## config.mk

```make
export PLATFORM = sky130hd
export DESIGN_NAME = uart_rx
export DESIGN_NICKNAME = d
export VERILOG_FILES = /design/src/rtl/uart_pkg.sv /design/src/rtl/uart_rx_edge_bit_cnt.sv /design/src/rtl/uart_rx.sv
export SDC_FILE = /design/constraint.sdc
export NUM_CORES = 1
export LEC_CHECK = 0
export BUFFER_PORTS_ARGS = -buffer_cell sky130_fd_sc_hd__buf_2
export CAP_MARGIN = 20
export CORE_ASPECT_RATIO = 0.7
export CORE_MARGIN = 5
export CORE_UTILIZATION = 59
export DETAILED_ROUTE_END_ITERATION = 8
export PLACE_DENSITY = 0.79
export SETUP_SLACK_MARGIN = 0.05
export SYNTH_ARGS = -nofsm -noshare
export SYNTH_HDL_FRONTEND = slang
export SYNTH_HIERARCHICAL = 1
export SYNTH_SLANG_ARGS = --single-unit
```

## constraint.sdc

```tcl
create_clock -name CLK -period 2.9 [get_ports CLK]
set_clock_uncertainty 0.1 [all_clocks]
set_input_delay 0.29 -clock CLK [delete_from_list [all_inputs] [get_ports CLK]]
set_output_delay 0.29 -clock CLK [all_outputs]
set_load 0.01 [all_outputs]
```

## src/rtl/uart_pkg.sv

```systemverilog
// Shared UART definitions: frame state encoding (common to RX and TX),
// parity type constants and the supported oversampling ratios.
package uart_pkg;

    typedef enum logic [2:0] {
        ST_IDLE   = 3'd0,
        ST_START  = 3'd1,
        ST_DATA   = 3'd2,
        ST_PARITY = 3'd3,
        ST_STOP   = 3'd4
    } uart_state_e;

    localparam logic EVEN = 1'b0;
    localparam logic ODD  = 1'b1;

    localparam int PRESC_8  = 8;
    localparam int PRESC_16 = 16;
    localparam int PRESC_32 = 32;

endpackage

```

## src/rtl/uart_rx_edge_bit_cnt.sv

```systemverilog
// Bit-timing counters for the UART receiver: an edge counter that walks
// 0..P-1 across each bit period and a data bit counter, plus the strobes the
// receiver needs (three majority sample points, vote-use point, end of bit).
module uart_rx_edge_bit_cnt
    import uart_pkg::*;
#(
    parameter  int WIDTH   = 8,
    parameter  int PRESC_W = 6,
    localparam int BCW     = (WIDTH > 1) ? $clog2(WIDTH) : 1
) (
    input  logic               CLK,
    input  logic               RST,
    input  logic               count_en,
    input  logic               bit_en,
    input  logic [PRESC_W-1:0] presc,
    output logic [BCW-1:0]     bit_cnt,
    output logic               smp_early,
    output logic               smp_mid,
    output logic               smp_late,
    output logic               sample_point,
    output logic               bit_done,
    output logic               last_bit
);

    logic [PRESC_W-1:0] edge_cnt;
    logic [PRESC_W-1:0] half;

    assign half = presc >> 1;

    // Strobes decoded from the edge count; the vote is taken around mid-bit
    // and consumed two counts after the middle sample.
    always_comb begin
        smp_early    = (edge_cnt == half - 1'b1);
        smp_mid      = (edge_cnt == half);
        smp_late     = (edge_cnt == half + 1'b1);
        sample_point = (edge_cnt == half + 2'd2);
        bit_done     = (edge_cnt == presc - 1'b1);
        last_bit     = (bit_cnt == BCW'(WIDTH - 1));
    end

    // Edge counter: held at zero while the receiver stays idle, wraps per bit.
    always_ff @(posedge CLK) begin
        if (RST) begin
            edge_cnt <= '0;
        end else if (!count_en || bit_done) begin
            edge_cnt <= '0;
        end else begin
            edge_cnt <= edge_cnt + 1'b1;
        end
    end

    // Data bit counter: only advances during the data phase, cleared otherwise.
    always_ff @(posedge CLK) begin
        if (RST) begin
            bit_cnt <= '0;
        end else if (!bit_en) begin
            bit_cnt <= '0;
        end else if (bit_done) begin
            bit_cnt <= last_bit ? '0 : bit_cnt + 1'b1;
        end
    end

endmodule

```

## src/rtl/uart_rx.sv

```systemverilog
// UART receive core. Synchronizes the serial line, majority-votes three
// samples around the middle of each bit, assembles an LSB-first word and
// checks start, parity and stop bits. Each frame ends in a single-cycle
// data_valid, par_err and/or stp_err pulse; P_DATA only updates on good frames.
module uart_rx
    import uart_pkg::*;
#(
    parameter int WIDTH   = 8,
    parameter int PRESC_W = 6
) (
    input  logic               CLK,
    input  logic               RST,
    input  logic               RX_IN,
    input  logic               PAR_EN,
    input  logic               PAR_TYP,
    input  logic [PRESC_W-1:0] Prescale,
    output logic [WIDTH-1:0]   P_DATA,
    output logic               data_valid,
    output logic               par_err,
    output logic               stp_err
);

    localparam int BCW = (WIDTH > 1) ? $clog2(WIDTH) : 1;

    function automatic logic maj3(input logic a, input logic b, input logic c);
        maj3 = (a & b) | (a & c) | (b & c);
    endfunction

    function automatic logic exp_parity(input logic typ, input logic [WIDTH-1:0] d);
        exp_parity = ^d;
        case (typ)
            EVEN: exp_parity = ^d;
            ODD:  exp_parity = ~^d;
        endcase
    endfunction

    logic               sync_p0;
    logic               sync_p1;
    logic               rx_s;

    uart_state_e        state_q;
    uart_state_e        state_nx;
    logic               armed_q;
    logic               start_det;
    logic               decide;

    logic               par_en_q;
    logic               par_typ_q;
    logic [PRESC_W-1:0] presc_q;
    logic [PRESC_W-1:0] presc_cfg;

    logic               count_en;
    logic               bit_en;
    logic [BCW-1:0]     bit_cnt;
    logic               smp_early;
    logic               smp_mid;
    logic               smp_late;
    logic               sample_point;
    logic               bit_done;
    logic               last_bit;

    logic               smp_a_q;
    logic               smp_b_q;
    logic               vote_q;
    logic [WIDTH-1:0]   shreg_q;
    logic               par_bit_q;
    logic               stop_bad;
    logic               par_bad;

    assign rx_s = sync_p1;

    // Two-flop synchronizer for the asynchronous line; resets to idle (high).
    always_ff @(posedge CLK) begin
        if (RST) begin
            sync_p0 <= 1'b1;
            sync_p1 <= 1'b1;
        end else begin
            sync_p0 <= RX_IN;
            sync_p1 <= sync_p0;
        end
    end

    // Unsupported ratios fall back to 8 so the bit timer never degenerates.
    always_comb begin
        if ((Prescale == PRESC_W'(PRESC_8)) || (Prescale == PRESC_W'(PRESC_16)) ||
            (Prescale == PRESC_W'(PRESC_32))) begin
            presc_cfg = Prescale;
        end else begin
            presc_cfg = PRESC_W'(PRESC_8);
        end
    end

    // Frame configuration is frozen at the start edge and held for the frame.
    always_ff @(posedge CLK) begin
        if (RST) begin
            par_en_q  <= 1'b0;
            par_typ_q <= EVEN;
            presc_q   <= PRESC_W'(PRESC_8);
        end else if (start_det) begin
            par_en_q  <= PAR_EN;
            par_typ_q <= PAR_TYP;
            presc_q   <= presc_cfg;
        end
    end

    // FSM state register.
    always_ff @(posedge CLK) begin
        if (RST) begin
            state_q <= ST_IDLE;
        end else begin
            state_q <= state_nx;
        end
    end

    // FSM next state; the stop decision returns to IDLE without waiting out the bit.
    always_comb begin
        state_nx  = state_q;
        start_det = 1'b0;
        decide    = 1'b0;
        case (state_q)
            ST_IDLE: begin
                if (armed_q && !rx_s) begin
                    start_det = 1'b1;
                    state_nx  = ST_START;
                end
            end
            ST_START: begin
                if (bit_done) begin
                    state_nx = vote_q ? ST_IDLE : ST_DATA;
                end
            end
            ST_DATA: begin
                if (bit_done && last_bit) begin
                    state_nx = par_en_q ? ST_PARITY : ST_STOP;
                end
            end
            ST_PARITY: begin
                if (bit_done) begin
                    state_nx = ST_STOP;
                end
            end
            ST_STOP: begin
                if (sample_point) begin
                    decide   = 1'b1;
                    state_nx = ST_IDLE;
                end
            end
            default: state_nx = ST_IDLE;
        endcase
    end

    // The detect cycle in IDLE is edge count 0 of the start bit, so the
    // counter runs whenever the next state is not IDLE.
    always_comb begin
        count_en = (state_nx != ST_IDLE);
        bit_en   = (state_q == ST_DATA);
    end

    uart_rx_edge_bit_cnt #(
        .WIDTH   (WIDTH),
        .PRESC_W (PRESC_W)
    ) u_cnt (
        .CLK          (CLK),
        .RST          (RST),
        .count_en     (count_en),
        .bit_en       (bit_en),
        .presc        (presc_q),
        .bit_cnt      (bit_cnt),
        .smp_early    (smp_early),
        .smp_mid      (smp_mid),
        .smp_late     (smp_late),
        .sample_point (sample_point),
        .bit_done     (bit_done),
        .last_bit     (last_bit)
    );

    // A stop error disarms the receiver until the line is seen idle again,
    // so a held-low break reports only once.
    always_ff @(posedge CLK) begin
        if (RST) begin
            armed_q <= 1'b1;
        end else if (decide && stop_bad) begin
            armed_q <= 1'b0;
        end else if (rx_s) begin
            armed_q <= 1'b1;
        end
    end

    // Majority sampler: two early samples held, vote registered on the third.
    always_ff @(posedge CLK) begin
        if (smp_early) begin
            smp_a_q <= rx_s;
        end
        if (smp_mid) begin
            smp_b_q <= rx_s;
        end
        if (smp_late) begin
            vote_q <= maj3(smp_a_q, smp_b_q, rx_s);
        end
    end

    // Word assembly (LSB first) and parity bit capture from the registered vote.
    always_ff @(posedge CLK) begin
        if ((state_q == ST_DATA) && sample_point) begin
            shreg_q[bit_cnt] <= vote_q;
        end
        if ((state_q == ST_PARITY) && sample_point) begin
            par_bit_q <= vote_q;
        end
    end

    // Frame checks evaluated in the stop-bit decision cycle.
    always_comb begin
        stop_bad = ~vote_q;
        par_bad  = par_en_q && (par_bit_q != exp_parity(par_typ_q, shreg_q));
    end

    // Output registers: single-cycle pulses; P_DATA only loads on a clean frame.
    always_ff @(posedge CLK) begin
        if (RST) begin
            P_DATA     <= '0;
            data_valid <= 1'b0;
            par_err    <= 1'b0;
            stp_err    <= 1'b0;
        end else begin
            data_valid <= decide && !stop_bad && !par_bad;
            par_err    <= decide && par_bad;
            stp_err    <= decide && stop_bad;
            if (decide && !stop_bad && !par_bad) begin
                P_DATA <= shreg_q;
            end
        end
    end

endmodule

```

After elaboration in Yosys (flattened, before gate mapping)
Index checks and enable logic that the tools add are counted.

word-level totals
  bits in registers = 46
  word-level logic and storage cells = 91

cells by class
  $add $sub $neg = 6
  $lt $le $gt $ge = 2
  equal/unequal tests = 14
  mux-type cells = 20
  bitwise operators = 8
  reductions and logical operators = 23

operators by type and width
  cell                 count
  $eq 6x6->1           4
  $mux 3               7
  $pmux 3 s5           1
  $logic_and 1x1->1    10
  $bwmux 8             1
  $reduce_xnor 8->1    1
  $reduce_xor 8->1     1
  $mux 1               7
  $add 5x1->6 const B  1
  $add 5x2->6 const B  1
  $add 6x1->6 const B  1
  $eq 3x2->1 const B   2
  $eq 3x3->1 const B   2
  $eq 6x4->1 const B   1
  $eq 6x5->1           1
  $eq 6x5->1 const B   1
  $eq 6x6->1 const B   1
  $mux 6               1
  $sub 5x1->6 const B  1
  $sub 6x1->6 const B  1
  $lt 3x4->1 const B   1
  $reduce_or 2->1      2
  $add 3x1->3 const B  1
  $and 1x1->1          3
  other kinds (13)     20

Depth between registers and ports, before layout
Gate-level depths: netlist of run 1.

  depth after elaboration = 9
  depth in mapped cells = 12
  depth with buffers taken out = 11

Hierarchy
Netlist of run 1, hierarchy kept.

by module, submodules not included
  module                instances  cells each  area an instance (µm²)  seq. area each (µm²)
  uart_rx               1          122         1440.1                  860.8
  uart_rx_edge_bit_cnt  1          131         1066.0                  180.2

Worst setup path before layout of run 1
No wires, ideal clock.

  path type = reg2reg
  from = reg presc_q[1]
  to = reg u_cnt.edge_cnt[2]
  arrival time = 2434 ps
  required time = 2704 ps
  path slack = 270 ps
  stages on the path, launching flop included = 13
  path buffers = 1
  cell sequence = dfxtp_1 > buf_2 > inv_1 > ha_1 > nor3b_2 > and4_1 > o2111ai_2 > nor2_1 > nand4_1 > o21ai_0 > o21ai_0 > o211ai_1 > nor4b_1

between the ends
  longest elaborated chain between the ends = 9
  elaborated cells on any way between the ends = 14

RTL lines
  element                             RTL line                    text
  start, declared                     uart_rx.sv:49               logic [PRESC_W-1:0] presc_q;
  start signal, assigned              uart_rx.sv:98               presc_q <= PRESC_W'(PRESC_8);
  start signal, assigned              uart_rx.sv:102              presc_q <= presc_cfg;
  $sub 6x1->6 *                       uart_rx_edge_bit_cnt.sv:37  bit_done = (edge_cnt == presc - 1'b1);
  $eq 6x6->1 *                        uart_rx_edge_bit_cnt.sv:37
  via bit_done                        uart_rx.sv:59               logic bit_done;
  $logic_and 1x1->1                   uart_rx.sv:133              if (bit_done && last_bit) begin
  $mux 3                              uart_rx.sv:133
  $pmux 3 s5 *                        uart_rx.sv:120              case (state_q)
  $reduce_bool 3->1 *                 uart_rx.sv:155              count_en = (state_nx != ST_IDLE);
  via count_en                        uart_rx.sv:52               logic count_en;
  $logic_not 1->1 *                   uart_rx_edge_bit_cnt.sv:45  end else if (!count_en || bit_done) begin
  $logic_or 1x1->1 *                  uart_rx_edge_bit_cnt.sv:45
  $reduce_or 2->1 (no source line) *  -
  end signal, assigned                uart_rx_edge_bit_cnt.sv:48  edge_cnt <= edge_cnt + 1'b1;
  end, declared                       uart_rx_edge_bit_cnt.sv:25  logic [PRESC_W-1:0] edge_cnt;

The timed path passes the listed nets; every way through them passes the cells marked *.
A chain may end at the register's enable or synchronous reset.

Worst setup path in the final report of run 1
  from = reg presc_q[2]
  to = reg u_cnt.edge_cnt[5]

Same word-level chain as after synthesis.

==> results of run 1 <==
[cells by family after synthesis]
family          after synthesis  synth area share (%)
simple gates                 94                 22.07
buf+inv                      19                 3.694
xor+xnor                     30                 11.03
mux                           4                 1.697
flops                        46                 41.54
fa+ha+maj                    11                 5.392
compound gates               49                 14.58
[worst min path at each step]
stage                       startpoint  cells after the start                            to  slack [ns]
global placement    sync_p0$_SDFF_PP1_                      1               rx_s$_SDFF_PP1_        0.29
finish                           RX_IN                      2            sync_p0$_SDFF_PP1_        0.08
global route                     RX_IN                      2            sync_p0$_SDFF_PP1_        0.08
CTS                              RX_IN                      2            sync_p0$_SDFF_PP1_        0.07
floorplan                          RST                      1  u_cnt/edge_cnt[1]$_SDFF_PP0_        0.27
detailed placement  sync_p0$_SDFF_PP1_                      1               rx_s$_SDFF_PP1_        0.31
[sequential cells by signal (all words and copies together) (netlist names), 3 cells and up]
name,count
u_cnt/edge_cnt,6
P_DATA,8
u_cnt/bit_cnt,3
shreg_q,8
state_q,3
presc_q,6
[stage by stage]
step                      utilization (%)  hold slack [ns]  std cells
final                               70.13          0.08030        331
after global placement              66.71           0.2920        322
after floorplan                         -           0.2657        253
after global routing                70.13          0.07580        331
after CTS                           69.20          0.07470        331
after detailed placement            66.71           0.3055        322
[per-layer routing]
metal | wire [microns] | GRT usage [%]
met1 | 2692 | 31.13
met2 | 2149 | 28.76
met3 | 441 | 3.797
met4 | 19 | 2.874
met5 | 0 | 0
[cell usage after synthesis (all sizes together) (2+ instances only)]
master   instances  share of area, %
nor3             7               1.4
nand3b           2              0.60
nand2b          10               2.5
a21oi           14               2.8
mux2i            2              0.80
ha              10               5.0
mux2             2              0.90
nor3b            5               1.7
clkbuf           6              0.90
nor4             3              0.75
nand2           12               1.8
o21ai            7               1.4
dfxtp           34                27
nand4b           3               1.0
nor4b            5               1.7
nor4bb           2              0.80
nor2b            4               1.0
buf              7               1.9
nand3            9               1.8
xor2            13               4.5
a21boi           2              0.75
nand4            2              0.50
nor2            16               2.4
xnor2           16               5.6
edfxtp          12                14
a22o             9               3.1
and3             5               1.4
inv              6              0.90
a31oi            4               1.6
or2              5               1.2
a2111oi          2              0.75
[power groups by stage]
stage / Combinational, mW / Clock (mW) / Sequential (mW)
2_1_floorplan: 0.0259 / 0 / 0.676
3_3_place_gp: 0.0391 / 0 / 0.679
3_5_place_dp: 0.0404 / 0 / 0.679
4_1_cts: 0.0423 / 0.390 / 0.664
5_1_grt: 0.0477 / 0.429 / 0.666
6_report: 0.0430 / 0.382 / 0.665
[timing repair]
action / 4_1_cts / 5_1_grt
cloned: 0 / 0
gates resized for setup: 1 / 9
buffers inserted: 1 / 0
pin swaps: 1 / 1
endpoints found under the setup margin: 6 / 14
[area by class of cell]
class / count / share of cell area (%)
clock buffer: 5 / 2.442
timing repair buffer: 31 / 6.394
tap: 52 / 2.309
inverter: 6 / 0.7993
clock inverter: 3 / 0.7549
multi-input combinational: 188 / 50.31
sequential: 46 / 36.99
==> metrics.txt, run 1 <==
# TYPE chip_impl_metric gauge
chip_impl_info{name="outcome",value="completed"} 1
chip_impl_metric{name="critical_path.max_fanout",unit=""} 6
chip_impl_metric{name="drc_violations",unit=""} 0
chip_impl_metric{name="cts_num_sinks",unit=""} 46
chip_impl_metric{name="grtUsageTotal",unit="%"} 19.87
chip_impl_metric{name="required_time_at_the_worst_slack_endpoint",unit="ns"} 2.96
chip_impl_metric{name="worst_skew_pair.late_latency",unit="ns"} 0.29
chip_impl_metric{name="nFillCells",unit=""} 307
chip_impl_metric{name="ir_worst_vdd",unit="mV"} 0.3273
chip_impl_metric{name="slew-limit-headroom",unit="%"} 67.81
chip_impl_info{name="synth_flop_cell",value="dfxtp_1"} 1
chip_impl_info{name="critPathSlowestCell",value="dfxtp_2"} 1
chip_impl_metric{name="drt-pass1-iter-count",unit=""} 4
chip_impl_info{name="end_kind",value="flip-flop"} 1
chip_impl_metric{name="dp_hpwl",unit="microns"} 3941
chip_impl_metric{name="p_int",unit="uW"} 848.7
chip_impl_metric{name="report.final.hold_viol_count",unit=""} 0
chip_impl_info{name="critical_path.endpoint",value="u_cnt/edge_cnt[5]$_SDFF_PP0_"} 1
chip_impl_metric{name="power_leakage",unit="nW"} 1.050
chip_impl_metric{name="maximum_buffer_depth_of_the_clock_tree",unit=""} 2
chip_impl_metric{name="first_iter_violations",unit=""} 108
chip_impl_metric{name="boundaryPins",unit=""} 22
chip_impl_info{name="worstSetupStartpointType",value="flip-flop"} 1
chip_impl_metric{name="floorplan.initialDensity",unit="%"} 62.38
chip_impl_info{name="layout_commonest_cell",value="dfxtp_1"} 1
chip_impl_metric{name="drive_above_1_share",unit="%"} 21.15
chip_impl_info{name="crit_start",value="presc_q[2]$_SDFFE_PP0P_"} 1
chip_impl_metric{name="number_of_placement_rows",unit=""} 19
chip_impl_info{name="master_cell_of_the_clock_root_buffer",value="clkbuf_8"} 1
chip_impl_metric{name="regArea",unit="sq um"} 1042
chip_impl_metric{name="die_x",unit="microns"} 87.90
chip_impl_metric{name="syn-instance-count",unit=""} 253
chip_impl_metric{name="post_route_fraction_of_the_period_consumed_by_the_critical_path",unit="%"} 90.09
chip_impl_metric{name="finalSetupViolCount",unit=""} 0
chip_impl_metric{name="final_design_area_no_fill",unit="sq um"} 2818
chip_impl_metric{name="power.net_switching",unit="uW"} 240.9
chip_impl_metric{name="worst_pin_slew",unit="ns"} 0.4828
chip_impl_metric{name="comb_power_share",unit="%"} 3.9
chip_impl_info{name="cpMostUsedCell",value="o21ai_0"} 1
chip_impl_metric{name="final.setup.worst_slack",unit="ns"} 0.2874
chip_impl_metric{name="first_global_vias",unit=""} 1785
chip_impl_metric{name="mappedNetlistArea",unit="sq um"} 2506
chip_impl_metric{name="antennaDiodeCount",unit=""} 0
chip_impl_metric{name="power.share.clock",unit="%"} 35.1
chip_impl_metric{name="globalRouteOverflowTotal",unit=""} 0
chip_impl_metric{name="wire_length_of_the_first_global_routing_pass",unit="microns"} 8914
chip_impl_metric{name="stage_delay_of_the_slowest_cell_on_the_critical_path",unit="ns"} 0.41
chip_impl_metric{name="h-tree-depth",unit=""} 2
chip_impl_metric{name="cts-hold-fix-buffers",unit=""} 0
chip_impl_metric{name="synth_warnings",unit=""} 6
chip_impl_metric{name="cp.arrival",unit="ns"} 2.67
chip_impl_metric{name="synth-async-reset-ratio",unit="%"} 0
chip_impl_metric{name="coreArea",unit="sq um"} 4018
chip_impl_info{name="r2r_start",value="presc_q[2]$_SDFFE_PP0P_"} 1
chip_impl_metric{name="fmax",unit="GHz"} 0.3828
chip_impl_metric{name="synth.yosys.seq_area_share",unit="%"} 41.54
chip_impl_metric{name="area_of_the_multi_input_gates",unit="sq um"} 1418
chip_impl_metric{name="detail_route.wirelength",unit="microns"} 5302
chip_impl_metric{name="power.density",unit="nW/um^2"} 386.7
chip_impl_metric{name="power.total",unit="mW"} 1.090
chip_impl_metric{name="yosysUniqueCellTypes",unit=""} 55
chip_impl_metric{name="detail_route.wl_per_cell",unit="microns"} 16.02
chip_impl_metric{name="placedInstanceArea",unit="sq um"} 2680
chip_impl_metric{name="clk_pin_slew_worst_paths",unit="ns"} 0.08
chip_impl_metric{name="max-cap-violations",unit=""} 0
chip_impl_info{name="tritoncts_clock_tree",value="yes"} 1
chip_impl_metric{name="power.share.switching",unit="%"} 22.11
chip_impl_info{name="crit_chain",value="inv_2 > ha_4 > nor3b_4 > and4_1 > o2111ai_2 > nor2_4 > nand4_1 > o21ai_0 > o21ai_0 > o211ai_1 > buf_4 > nor4b_2"} 1
chip_impl_info{name="destination_of_the_worst_register_to_register_timing_path",value="u_cnt/edge_cnt[5]$_SDFF_PP0_"} 1
chip_impl_metric{name="pins_over_slew_limit",unit=""} 0
chip_impl_info{name="critical-path-top-delay-family",value="simple AND/OR/NAND/NOR gates"} 1
chip_impl_metric{name="num_vias",unit=""} 1947
chip_impl_metric{name="r2r_setup_slack",unit="ns"} 0.29
chip_impl_metric{name="finish.net_count",unit=""} 299
chip_impl_metric{name="setup_tns",unit="ns"} 0
chip_impl_metric{name="yosys_register_bits",unit=""} 46
chip_impl_metric{name="synth_fp_nets",unit=""} 274
chip_impl_metric{name="route.antenna.remaining_nets",unit=""} 0
chip_impl_metric{name="pre_cts_worst_setup_slack",unit="ns"} 0.02001
chip_impl_metric{name="grt_start_max_net_pins",unit=""} 24
chip_impl_metric{name="fp.dieH",unit="microns"} 64.53
chip_impl_metric{name="cts-buffers-inserted",unit=""} 5
chip_impl_info{name="highest_count_cells_in_the_layout_ignoring_fill_and_taps",value="dfxtp_1 (33), buf_2 (21), xnor2_1 (16)"} 1
chip_impl_info{name="critical_path_class",value="reg2reg"} 1
chip_impl_info{name="min_path_type",value="in2reg"} 1
chip_impl_metric{name="antenna_found_initial",unit=""} 0
chip_impl_metric{name="worst-r2r-cell-count",unit=""} 12
chip_impl_metric{name="dieArea",unit="sq um"} 5672
chip_impl_info{name="grt_setup_unrepaired",value="false"} 1
chip_impl_metric{name="gp_routability_congestion",unit=""} 0.8401
chip_impl_metric{name="final_period_minus_worst_setup_slack",unit="ns"} 2.613
chip_impl_metric{name="synth_edf_count",unit=""} 12
chip_impl_metric{name="synth_area_per_cell",unit="sq um"} 9.906
chip_impl_metric{name="port-buffer-count",unit=""} 21
chip_impl_metric{name="viasPerCell",unit=""} 5.882
chip_impl_metric{name="worstPathBufferInverterCount",unit=""} 2
chip_impl_metric{name="part_of_the_total_power_dissipated_in_sequential_elements",unit="%"} 61.0
chip_impl_metric{name="area_delta_synth_final",unit="%"} 12.43
chip_impl_metric{name="critical_path_cell_count",unit=""} 12
No activity file was read; power rests on OpenSTA's default activity.
==> run 2: changes to the inputs <==
CORE_UTILIZATION = 35   (was 59)
PLACE_DENSITY = default   (was 0.79)
SYNTH_HIERARCHICAL = default   (was 1)
==> metrics.txt, run 2 <==
# TYPE chip_impl_metric gauge
chip_impl_metric{name="dieArea",unit="sq um"} 9080
chip_impl_metric{name="boundaryPins",unit=""} 22
chip_impl_metric{name="num_vias",unit=""} 1931
chip_impl_metric{name="detail_route.wl_per_cell",unit="microns"} 13.99
chip_impl_metric{name="gp_routability_congestion",unit=""} 0.8378
chip_impl_metric{name="pins_over_slew_limit",unit=""} 0
chip_impl_info{name="end_kind",value="flip-flop"} 1
chip_impl_metric{name="power.share.switching",unit="%"} 21.37
chip_impl_metric{name="worst_skew_pair.late_latency",unit="ns"} 0.30
chip_impl_metric{name="ir_worst_vdd",unit="mV"} 0.2501
chip_impl_metric{name="h-tree-depth",unit=""} 2
chip_impl_metric{name="viasPerCell",unit=""} 4.990
chip_impl_info{name="master_cell_of_the_clock_root_buffer",value="clkbuf_8"} 1
chip_impl_metric{name="slew-limit-headroom",unit="%"} 62.10
chip_impl_metric{name="syn-instance-count",unit=""} 268
chip_impl_metric{name="setup_tns",unit="ns"} 0
chip_impl_metric{name="worst_pin_slew",unit="ns"} 0.5685
chip_impl_metric{name="post_cts_resized",unit=""} 0
chip_impl_metric{name="power.density",unit="nW/um^2"} 421.7
chip_impl_metric{name="drive_above_1_share",unit="%"} 14.88
chip_impl_metric{name="instances_no_fill",unit=""} 387
chip_impl_metric{name="number_of_placement_rows",unit=""} 26
chip_impl_metric{name="floorplan.initialDensity",unit="%"} 35.29
chip_impl_metric{name="dp_hpwl",unit="microns"} 4090
chip_impl_info{name="synth_most_common_cell",value="nor2_1"} 1
chip_impl_metric{name="maximum_buffer_depth_of_the_clock_tree",unit=""} 2
chip_impl_metric{name="area_delta_synth_final",unit="%"} 11.98
chip_impl_metric{name="antenna_found_initial",unit=""} 0
chip_impl_metric{name="finalSetupViolCount",unit=""} 0
chip_impl_metric{name="part_of_the_total_power_dissipated_in_sequential_elements",unit="%"} 55.7
chip_impl_metric{name="port-buffer-count",unit=""} 21
chip_impl_metric{name="coreArea",unit="sq um"} 7189
chip_impl_metric{name="synth.yosys.seq_area_share",unit="%"} 41.03
chip_impl_metric{name="route.antenna.remaining_nets",unit=""} 0
chip_impl_metric{name="stage_delay_of_the_slowest_cell_on_the_critical_path",unit="ns"} 0.37
chip_impl_metric{name="final.setup.worst_slack",unit="ns"} 0.3359
chip_impl_metric{name="fp.dieH",unit="microns"} 81.24
chip_impl_metric{name="met2RoutedLength",unit="microns"} 2063
chip_impl_metric{name="post_route_fraction_of_the_period_consumed_by_the_critical_path",unit="%"} 88.42
chip_impl_metric{name="met3_length",unit="microns"} 305
chip_impl_metric{name="drt-pass1-iter-count",unit=""} 4
chip_impl_info{name="highest_count_cells_in_the_layout_ignoring_fill_and_taps",value="nor2_1 (35), dfxtp_1 (33), buf_2 (21)"} 1
chip_impl_metric{name="synth_warnings",unit=""} 0
chip_impl_metric{name="yosys_register_bits",unit=""} 46
chip_impl_metric{name="power_leakage",unit="nW"} 1.105
chip_impl_metric{name="r2r_setup_slack",unit="ns"} 0.34
chip_impl_info{name="min_path_type",value="in2reg"} 1
chip_impl_metric{name="power.net_switching",unit="uW"} 256.1
chip_impl_info{name="grt_setup_unrepaired",value="false"} 1
chip_impl_info{name="critPathSlowestCell",value="dfxtp_1"} 1
chip_impl_info{name="layout_commonest_cell",value="nor2_1"} 1
chip_impl_metric{name="first_iter_violations",unit=""} 101
chip_impl_metric{name="grtUsageTotal",unit="%"} 12.53
chip_impl_metric{name="cp.arrival",unit="ns"} 2.62
chip_impl_metric{name="drc_violations",unit=""} 0
chip_impl_metric{name="max-cap-violations",unit=""} 0
chip_impl_metric{name="report.final.hold_viol_count",unit=""} 0
chip_impl_metric{name="p_int",unit="uW"} 942.2
chip_impl_info{name="critical_path_class",value="reg2reg"} 1
chip_impl_metric{name="cts_num_sinks",unit=""} 46
chip_impl_info{name="reg_top3",value="P_DATA (8), shreg_q (8)"} 1
chip_impl_metric{name="pre_cts_worst_setup_slack",unit="ns"} 0.3089
chip_impl_info{name="crit_chain",value="inv_1 > ha_1 > a21boi_0 > nand2_1 > xnor2_1 > and3_4 > o2111a_1 > a21oi_1"} 1
chip_impl_metric{name="yosysUniqueCellTypes",unit=""} 55
chip_impl_metric{name="required_time_at_the_worst_slack_endpoint",unit="ns"} 2.96
chip_impl_metric{name="antennaDiodeCount",unit=""} 0
chip_impl_metric{name="first_global_vias",unit=""} 1808
chip_impl_metric{name="final_period_minus_worst_setup_slack",unit="ns"} 2.564
chip_impl_metric{name="synth_largest_type_area_fraction",unit="%"} 26.82
chip_impl_metric{name="detail_route.wirelength",unit="microns"} 5415
chip_impl_metric{name="die_x",unit="microns"} 111.8
chip_impl_metric{name="synth_area_per_cell",unit="sq um"} 9.468
chip_impl_metric{name="mappedNetlistArea",unit="sq um"} 2537
chip_impl_metric{name="grt_start_max_net_pins",unit=""} 32
chip_impl_info{name="post_synth_most_frequent_cells",value="nor2_1 (35), dfxtp_1 (34), xnor2_1 (19)"} 1
chip_impl_info{name="worstSetupStartpointType",value="flip-flop"} 1
chip_impl_metric{name="cts-hold-fix-buffers",unit=""} 0
chip_impl_metric{name="critical_path.max_fanout",unit=""} 14
chip_impl_info{name="tritoncts_clock_tree",value="yes"} 1
chip_impl_metric{name="comb_power_share",unit="%"} 4.8
chip_impl_metric{name="synth_fp_nets",unit=""} 289
chip_impl_info{name="routed.top_layer",value="met4"} 1
chip_impl_metric{name="wire_length_of_the_first_global_routing_pass",unit="microns"} 9156
chip_impl_info{name="synth_area_leaders",value="dfxtp_1 (27%), edfxtp_1 (14%), xnor2_1 (6.6%)"} 1
chip_impl_metric{name="synth-async-reset-ratio",unit="%"} 0
chip_impl_metric{name="wl_met1",unit="microns"} 3036
chip_impl_metric{name="cts-buffers-inserted",unit=""} 5
chip_impl_metric{name="globalRouteOverflowTotal",unit=""} 0
chip_impl_metric{name="synth_edf_count",unit=""} 12
chip_impl_info{name="synth_flop_cell",value="dfxtp_1"} 1
chip_impl_metric{name="power.share.clock",unit="%"} 39.5
chip_impl_metric{name="fin_worst_hold_slack",unit="ns"} 0.07942
chip_impl_metric{name="cts.repair_timing.setup_buffer_count",unit=""} 0
chip_impl_metric{name="clk_pin_slew_worst_paths",unit="ns"} 0.08
chip_impl_metric{name="fmax",unit="GHz"} 0.3900
chip_impl_info{name="outcome",value="completed"} 1
chip_impl_metric{name="dpl.cell_count",unit=""} 379
chip_impl_info{name="synthDominantAreaCellType",value="dfxtp_1"} 1
chip_impl_metric{name="finish.net_count",unit=""} 309
==> run 2: cell types whose count changed after synthesis, sizes merged, moves of 3 or more <==
cell   change
nor4b      -4
a31oi      -3
xor2       -3
mux2i     +11
nor2      +19
or3        +6
a21oi      +4
a22o       -9
xnor2      +4
inv        +3
o21ai      -3
nor3b      -3
==> run 2: per-stage QoR <==
step | area, sq um | power, mW | util, %
after CTS | 2840 | 1.216 | 39.51
after floorplan | 2537 | 0.7189 | -
after global placement | 2730 | 0.7391 | 37.97
after global routing | 2841 | 1.253 | 39.52
after detailed placement | 2730 | 0.7403 | 37.97
final | 2841 | 1.198 | 39.52
==> run 2: final timing paths <==
check / start / to / depth (start not counted)
hold / removal: RX_IN / sync_p0$_SDFF_PP1_ / 2
hold reg to reg: sync_p0$_SDFF_PP1_ / rx_s$_SDFF_PP1_ / 1
setup reg to reg: presc_q[1]$_SDFFE_PP0P_ / u_cnt.edge_cnt[1]$_SDFF_PP0_ / 8
setup / recovery: presc_q[1]$_SDFFE_PP0P_ / u_cnt.edge_cnt[1]$_SDFF_PP0_ / 8
==> run 2: critical path, delay by kind of cell, from the launching register on <==
| family | cells | cell delay (ns) |
|---|---|---|
| compound gates | 3 | 0.74 |
| simple gates | 2 | 0.46 |
| flops | 1 | 0.37 |
| buf+inv | 1 | 0.16 |
| fa+ha+maj | 1 | 0.30 |
| xor+xnor | 1 | 0.29 |
==> run 2: layout make-up <==
cell class | count | area [sq um]
inverter | 9 | 33.78
tap | 98 | 122.6
clock inverter | 2 | 37.54
sequential | 46 | 1042
clock buffer | 6 | 72.57
multi-input combinational | 201 | 1398
timing repair buffer | 25 | 135.1
fill | 727 | 4348
==> run 2: cell families after synthesis <==
group | Yosys count | share of synthesized area (%)
XOR/XNOR | 31 | 11.54
AND/OR/NAND/NOR | 110 | 23.42
buffers and inverters | 21 | 3.895
adder cells (fa/ha/maj) | 11 | 5.325
multiplexers | 13 | 5.128
flip-flops | 46 | 41.03
AO/OA/AOI/OAI | 36 | 9.665
==> run 2: routing by layer <==
layer,up-vias,track usage (%)
met2,43,16.99
met5,-,0
met4,0,2.187
met1,913,19.70
li1,972,-
met3,3,3.202
==> run 2: power groups by stage <==
stage,clock network (mW),logic [mW],registers (mW)
3_5_place_dp,0,0.0578,0.682
4_1_cts,0.491,0.0579,0.668
3_3_place_gp,0,0.0565,0.683
2_1_floorplan,0,0.0401,0.679
5_1_grt,0.520,0.0646,0.668
6_report,0.473,0.0574,0.668
